--- config.mk ---
export PLATFORM = sky130hd
export DESIGN_NAME = dp_mem_responder_flat
export DESIGN_NICKNAME = d
export VERILOG_FILES = /design/src/rtl/dp_mem_responder_pkg.sv /design/src/rtl/dp_mem_responder_if.sv /design/src/rtl/dp_mem_responder.sv /design/src/flat_wrapper.sv
export SDC_FILE = /design/constraint.sdc
export NUM_CORES = 1
export LEC_CHECK = 0
export BUFFER_PORTS_ARGS = -buffer_cell sky130_fd_sc_hd__buf_2
export CAP_MARGIN = 20
export CORE_MARGIN = 4
export CORE_UTILIZATION = 35
export CTS_BUF_LIST = sky130_fd_sc_hd__clkbuf_16
export DETAILED_ROUTE_END_ITERATION = 10
export PLACE_DENSITY_LB_ADDON = 0.05
export RECOVER_POWER = 50
export SKIP_CTS_REPAIR_TIMING = 1
export SYNTH_ARGS = -nofsm -noshare
export SYNTH_HDL_FRONTEND = slang
export SYNTH_SLANG_ARGS = --single-unit
--- constraint.sdc ---
create_clock -name CLK -period 1.6 [get_ports CLK]
set_clock_uncertainty 0.15 [all_clocks]
set_input_delay 0.32 -clock CLK [delete_from_list [all_inputs] [get_ports CLK]]
set_output_delay 0.32 -clock CLK [all_outputs]
set_load 0.01 [all_outputs]
--- src/rtl/dp_mem_responder_pkg.sv ---
// Shared types for the datapath-side memory responder.
// Holds the word type, bus widths and the responder FSM state encoding.
package dp_mem_responder_pkg;

    localparam int ADDR_W = 32;
    localparam int DATA_W = 32;

    typedef logic [DATA_W-1:0] word_t;

    typedef enum logic [1:0] {
        IDLE,
        IREQ,
        DREQ,
        DONE
    } respstate_t;

endpackage

--- src/rtl/dp_mem_responder_if.sv ---
// Datapath-to-responder and responder-to-RAM signal bundle.
// slave: the responder. master: the datapath plus the RAM model.
interface dp_mem_responder_if;
    import dp_mem_responder_pkg::*;

    logic                imemREN;
    logic [ADDR_W-1:0]   imemaddr;
    logic                dmemREN;
    logic                dmemWEN;
    logic [ADDR_W-1:0]   dmemaddr;
    word_t               dmemstore;
    logic                halt;
    logic                ihit;
    logic                dhit;
    word_t               imemload;
    word_t               dmemload;
    logic                ramREN;
    logic                ramWEN;
    logic [ADDR_W-1:0]   ramaddr;
    word_t               ramstore;
    word_t               ramload;
    logic                ramready;

    modport slave (
        input  imemREN, imemaddr, dmemREN, dmemWEN,
        input  dmemaddr, dmemstore, halt,
        input  ramload, ramready,
        output ihit, dhit, imemload, dmemload,
        output ramREN, ramWEN, ramaddr, ramstore
    );

    modport master (
        output imemREN, imemaddr, dmemREN, dmemWEN,
        output dmemaddr, dmemstore, halt,
        output ramload, ramready,
        input  ihit, dhit, imemload, dmemload,
        input  ramREN, ramWEN, ramaddr, ramstore
    );

endinterface

--- src/rtl/dp_mem_responder.sv ---
// Arbitrates instruction/data requests onto one RAM port; data wins.
// Define DP_MEM_IBUF_EN for a one-entry instruction buffer.
module dp_mem_responder
    import dp_mem_responder_pkg::*;
(
    input  logic               CLK,
    input  logic               nRST,
    dp_mem_responder_if.slave  bus
);

    respstate_t          r_state;
    respstate_t          w_next;
    logic [ADDR_W-1:0]   r_addr;
    word_t               r_store;
    logic                r_wr;
    logic                r_isd;
    word_t               r_imemload;
    word_t               r_dmemload;

    logic                w_dreq;
    logic                w_ireq;
    logic                w_bhit;

    assign w_dreq = bus.dmemREN | bus.dmemWEN;
    assign w_ireq = bus.imemREN & ~bus.halt;

`ifdef DP_MEM_IBUF_EN
    logic                r_bvalid;
    logic [ADDR_W-1:0]   r_btag;
    word_t               r_bword;

    assign w_bhit = r_bvalid & (r_btag == bus.imemaddr);

    // Invalidate on a store to the buffered address as it is accepted
    always_ff @(posedge CLK or negedge nRST) begin
        if (!nRST) begin
            r_bvalid <= 1'b0;
            r_btag   <= '0;
            r_bword  <= '0;
        end else if (r_state == IREQ && bus.ramready) begin
            r_bvalid <= 1'b1;
            r_btag   <= r_addr;
            r_bword  <= bus.ramload;
        end else if (r_state == IDLE && w_dreq && bus.dmemWEN
                     && bus.dmemaddr == r_btag) begin
            r_bvalid <= 1'b0;
        end
    end
`else
    assign w_bhit = 1'b0;
`endif

    always_ff @(posedge CLK or negedge nRST) begin
        if (!nRST) r_state <= IDLE;
        else       r_state <= w_next;
    end

    always_comb begin
        w_next = r_state;
        unique case (r_state)
            IDLE: begin
                if (w_dreq)      w_next = DREQ;
                else if (w_ireq) w_next = w_bhit ? DONE : IREQ;
            end
            IREQ, DREQ: begin
                if (bus.ramready) w_next = DONE;
            end
            DONE:    w_next = IDLE;
            default: w_next = IDLE;
        endcase
    end

    always_ff @(posedge CLK or negedge nRST) begin
        if (!nRST) begin
            r_addr     <= '0;
            r_store    <= '0;
            r_wr       <= 1'b0;
            r_isd      <= 1'b0;
            r_imemload <= '0;
            r_dmemload <= '0;
        end else begin
            unique case (r_state)
                IDLE: begin
                    if (w_dreq) begin
                        r_addr  <= bus.dmemaddr;
                        r_store <= bus.dmemstore;
                        r_wr    <= bus.dmemWEN;
                        r_isd   <= 1'b1;
                    end else if (w_ireq) begin
                        r_addr  <= bus.imemaddr;
                        r_store <= '0;
                        r_wr    <= 1'b0;
                        r_isd   <= 1'b0;
`ifdef DP_MEM_IBUF_EN
                        if (w_bhit) r_imemload <= r_bword;
`endif
                    end
                end
                IREQ: begin
                    if (bus.ramready) r_imemload <= bus.ramload;
                end
                DREQ: begin
                    if (bus.ramready && !r_wr) r_dmemload <= bus.ramload;
                end
                default: ;
            endcase
        end
    end

    assign bus.ihit     = (r_state == DONE) & ~r_isd;
    assign bus.dhit     = (r_state == DONE) &  r_isd;
    assign bus.ramREN   = (r_state == IREQ) | ((r_state == DREQ) & ~r_wr);
    assign bus.ramWEN   = (r_state == DREQ) & r_wr;
    assign bus.ramaddr  = r_addr;
    assign bus.ramstore = r_store;
    assign bus.imemload = r_imemload;
    assign bus.dmemload = r_dmemload;

endmodule
--- src/flat_wrapper.sv ---
// flat-port wrapper written by rule: the top's interface ports become plain ports
module dp_mem_responder_flat import dp_mem_responder_pkg::*;
  (CLK, nRST, bus_imemREN, bus_imemaddr, bus_dmemREN, bus_dmemWEN, bus_dmemaddr, bus_dmemstore, bus_halt, bus_ramload, bus_ramready, bus_ihit, bus_dhit, bus_imemload, bus_dmemload, bus_ramREN, bus_ramWEN, bus_ramaddr, bus_ramstore);
  dp_mem_responder_if bus_i ();
  input  logic CLK;
  input  logic nRST;
  input wire logic [$bits(bus_i.imemREN)-1:0] bus_imemREN;
  input wire logic [$bits(bus_i.imemaddr)-1:0] bus_imemaddr;
  input wire logic [$bits(bus_i.dmemREN)-1:0] bus_dmemREN;
  input wire logic [$bits(bus_i.dmemWEN)-1:0] bus_dmemWEN;
  input wire logic [$bits(bus_i.dmemaddr)-1:0] bus_dmemaddr;
  input wire logic [$bits(bus_i.dmemstore)-1:0] bus_dmemstore;
  input wire logic [$bits(bus_i.halt)-1:0] bus_halt;
  input wire logic [$bits(bus_i.ramload)-1:0] bus_ramload;
  input wire logic [$bits(bus_i.ramready)-1:0] bus_ramready;
  output wire logic [$bits(bus_i.ihit)-1:0] bus_ihit;
  output wire logic [$bits(bus_i.dhit)-1:0] bus_dhit;
  output wire logic [$bits(bus_i.imemload)-1:0] bus_imemload;
  output wire logic [$bits(bus_i.dmemload)-1:0] bus_dmemload;
  output wire logic [$bits(bus_i.ramREN)-1:0] bus_ramREN;
  output wire logic [$bits(bus_i.ramWEN)-1:0] bus_ramWEN;
  output wire logic [$bits(bus_i.ramaddr)-1:0] bus_ramaddr;
  output wire logic [$bits(bus_i.ramstore)-1:0] bus_ramstore;
  assign bus_i.imemREN = bus_imemREN;
  assign bus_i.imemaddr = bus_imemaddr;
  assign bus_i.dmemREN = bus_dmemREN;
  assign bus_i.dmemWEN = bus_dmemWEN;
  assign bus_i.dmemaddr = bus_dmemaddr;
  assign bus_i.dmemstore = bus_dmemstore;
  assign bus_i.halt = bus_halt;
  assign bus_i.ramload = bus_ramload;
  assign bus_i.ramready = bus_ramready;
  assign bus_ihit = bus_i.ihit;
  assign bus_dhit = bus_i.dhit;
  assign bus_imemload = bus_i.imemload;
  assign bus_dmemload = bus_i.dmemload;
  assign bus_ramREN = bus_i.ramREN;
  assign bus_ramWEN = bus_i.ramWEN;
  assign bus_ramaddr = bus_i.ramaddr;
  assign bus_ramstore = bus_i.ramstore;
  dp_mem_responder u_core (.CLK(CLK), .nRST(nRST), .bus(bus_i));
endmodule
==> summary.txt <==
Status -> finished, violations left
Failing checks -> hold timing, setup timing
Most frequent cell after synthesis -> dfrtp_1
CTS Buf Count -> 17
Critical path buffers and inverters -> 3
Vias per inst -> 4.66
RSZ-0062 raised after global routing -> true
Die H -> 132 microns
Min Hold Slack -> -0.00671 ns
Global Route met3 Usage -> 7.67%
Critical Path Start -> u_core.r_state[1]$_DFFE_PN0P_
Tmin final -> 1.94 ns
Initial antenna violation count -> 0
Endpoint type of the worst setup path -> output port
Flops & latches, synth -> 132
Leakage -> 4.52 nW
Root Buffer -> clkbuf_16
Worst hold path cell count -> 2
Worst-Skew Late Latency -> 0.42 ns
Worst hold start -> bus_dmemstore[31]
Detailed Place HPWL -> 10500 microns
Starting Density -> 36.3%
Worst path max stage delay -> 0.38 ns
Worst R2R Start -> u_core.r_state[1]$_DFFE_PN0P_
GRT Total Usage -> 16.5%
Synth Area per Inst -> 15.8 sq um
Routed WL per cell -> 18.2 microns
Cell family with most CP delay -> flip-flops
Net count after synthesis -> 478
DRT Pass-1 Iters -> 4
Cell count of the worst reg-to-reg path -> 6
FILL cells -> 1221
Nets -> 847
CP Class -> reg2out
Clock Pin Slew Worst Setup and Hold Paths -> 0.05 ns
Inst Count DP -> 795
Vias in the first global route -> 4257
Most used routing layer -> met2
Detail Route Antenna Nets -> 0
Synth area leader -> dfrtp_1
Slew at the pin with the worst max-slew slack -> 0.828 ns
WL final -> 16400 microns
Met1 Use GR -> 18.9%
GPL Wtd Cong -> 0.766
Sequential area share after synthesis -> 61.6%
Cells after synthesis -> 339
Clk sinks -> 132
Synth area leaders -> dfrtp_1 62%, mux2_2 21%, mux2_1 6.1%
IO Port Bufs -> 266
Die width -> 132 microns
Core area -> 14800 sq um
Via count -> 4218
Post-synthesis cell type count -> 22
Area share of the largest cell type after synthesis -> 61.6%
Post-synthesis async set-or-reset flop share -> 100%
Layout cells sized above 1 -> 61.3%
Most frequent CP cell -> buf_6
Crit. path cell count -> 5
Multi-input logic area -> 2130 sq um
Required @ worst endpoint -> 1.13 ns
CP max stage cell -> dfrtp_1
First DRT Iteration DRCs -> 121
Die area -> 17400 sq um
Post-synth EDFFs -> 0
M2 GR Usage -> 27.3%
CP arrival -> 1.47 ns
TritonCTS clock tree -> done
Power Dens Cells -> 2000 nW/um^2
Setup violations, final -> 126
Yosys warns -> 0
Crit path max fanout -> 2
Post-layout util -> 59.5%
Synth top cells by count -> 132 x dfrtp_1, 100 x mux2_2, 32 x a22o_1
Cell area after synthesis -> 5360 sq um
Post-synth top flop -> dfrtp_1
Worst hold path type -> in2reg
H-tree depth -> 4
Io pins -> 267
Max Cap Viol -> 0
Pin count of the biggest net entering global routing -> 39
First-pass GRT wire length -> 22600 microns
Max Buffers Root-to-Sink -> 2
Area Overhead vs Synth -> 63.8%
Area occupied by registers -> 3300 sq um
N_diodes -> 0
Fin cells -> 905
Fin area -> 8780 sq um
Worst Setup Slack, final -> -0.339 ns
Post-route DRC -> 0
Period utilisation layout -> 121%
GRT overflow -> 0
Peak VDD IR -> 912 uV
Startpoint types -> flip-flop
Cells along the critical path -> buf_6 > ha_4 > buf_6 > a21o_1 > buf_6
Site row count -> 44
Fmax -> 516 MHz
Headroom to the max-slew limit -> 44.8%
Pins Over Slew Limit -> 0
Hold Fails Final Rpt -> 1
Area of placed instances -> 7120 sq um
[state kept, by name, indices dropped and copies added (netlist names)]
| register | flops |
|---|---|
| u_core.bus.ramstore | 32 |
| u_core.r_wr | 1 |
| u_core.r_isd | 1 |
| u_core.bus.imemload | 32 |
| u_core.bus.ramaddr | 32 |
| u_core.r_state | 2 |
| u_core.bus.dmemload | 32 |
[path summary, 6_finish.rpt]
check                                                           end  slack, ns
worst max-delay path                                     bus_ramREN      -0.34
worst min-delay path            u_core.bus.ramstore[31]$_DFFE_PN0P_     -0.007
worst max register to register  u_core.bus.dmemload[27]$_DFFE_PN0P_      -0.15
worst min register to register  u_core.bus.ramstore[19]$_DFFE_PN0P_       0.34
max in group asynchronous       u_core.bus.imemload[23]$_DFFE_PN0P_       0.15
min in group asynchronous        u_core.bus.imemload[7]$_DFFE_PN0P_       0.39
[cells by family after synthesis]
group | count (synthesis) | synth area share (%)
flip-flops | 132 | 61.6
multiplexers | 129 | 27.1
AO/OA/AOI/OAI | 41 | 6.58
buffers and inverters | 24 | 2.76
AND/OR/NAND/NOR | 9 | 0.980
adder cells (fa/ha/maj) | 4 | 0.934
[layer usage]
metal | wire length (microns) | part of all wire, %
met5 | 0 | 0
met4 | 303 | 1.8
met3 | 1260 | 7.6
met2 | 7920 | 48
met1 | 6950 | 42
[cell usage in the layout (no fill, tap or decap), types with 6 or more instances in the layout]
| master | synthesis | final |
|---|---|---|
| buf_12 | 0 | 6 |
| clkbuf_16 | 0 | 23 |
| dfrtp_1 | 132 | 132 |
| buf_6 | 5 | 9 |
| inv_1 | 5 | 7 |
| mux2_4 | 0 | 41 |
| dlygate4sd3_1 | 0 | 63 |
| mux2_1 | 29 | 29 |
| buf_4 | 1 | 16 |
| mux2_2 | 100 | 59 |
| buf_2 | 13 | 263 |
| a22o_1 | 32 | 32 |
[report_power, final]
part           switching (mW)  internal (mW)
Clock                    1.39           2.56
Combinational            3.39           4.27
Sequential              0.873           5.04
[cell type report]
cell class / count / area share, %
clock inverter: 15 / 1.97
multi-input combinational: 183 / 24.2
timing repair buffer: 369 / 28.5
clock buffer: 17 / 4.85
sequential: 132 / 37.6
inverter: 5 / 0.214
tap: 184 / 2.62
[stage by stage]
step	TNS (ns)	setup WS, ns	power [mW]
after global placement	-6.22	-0.121	12.3
final	-9.32	-0.339	17.5
after floorplan	-1.00	-0.0229	9.45
after CTS	-6.77	-0.471	16.4
after global routing	-16.02	-0.398	18.5
after detailed placement	-7.85	-0.162	12.4
Power figures use the tool's default switching activity.
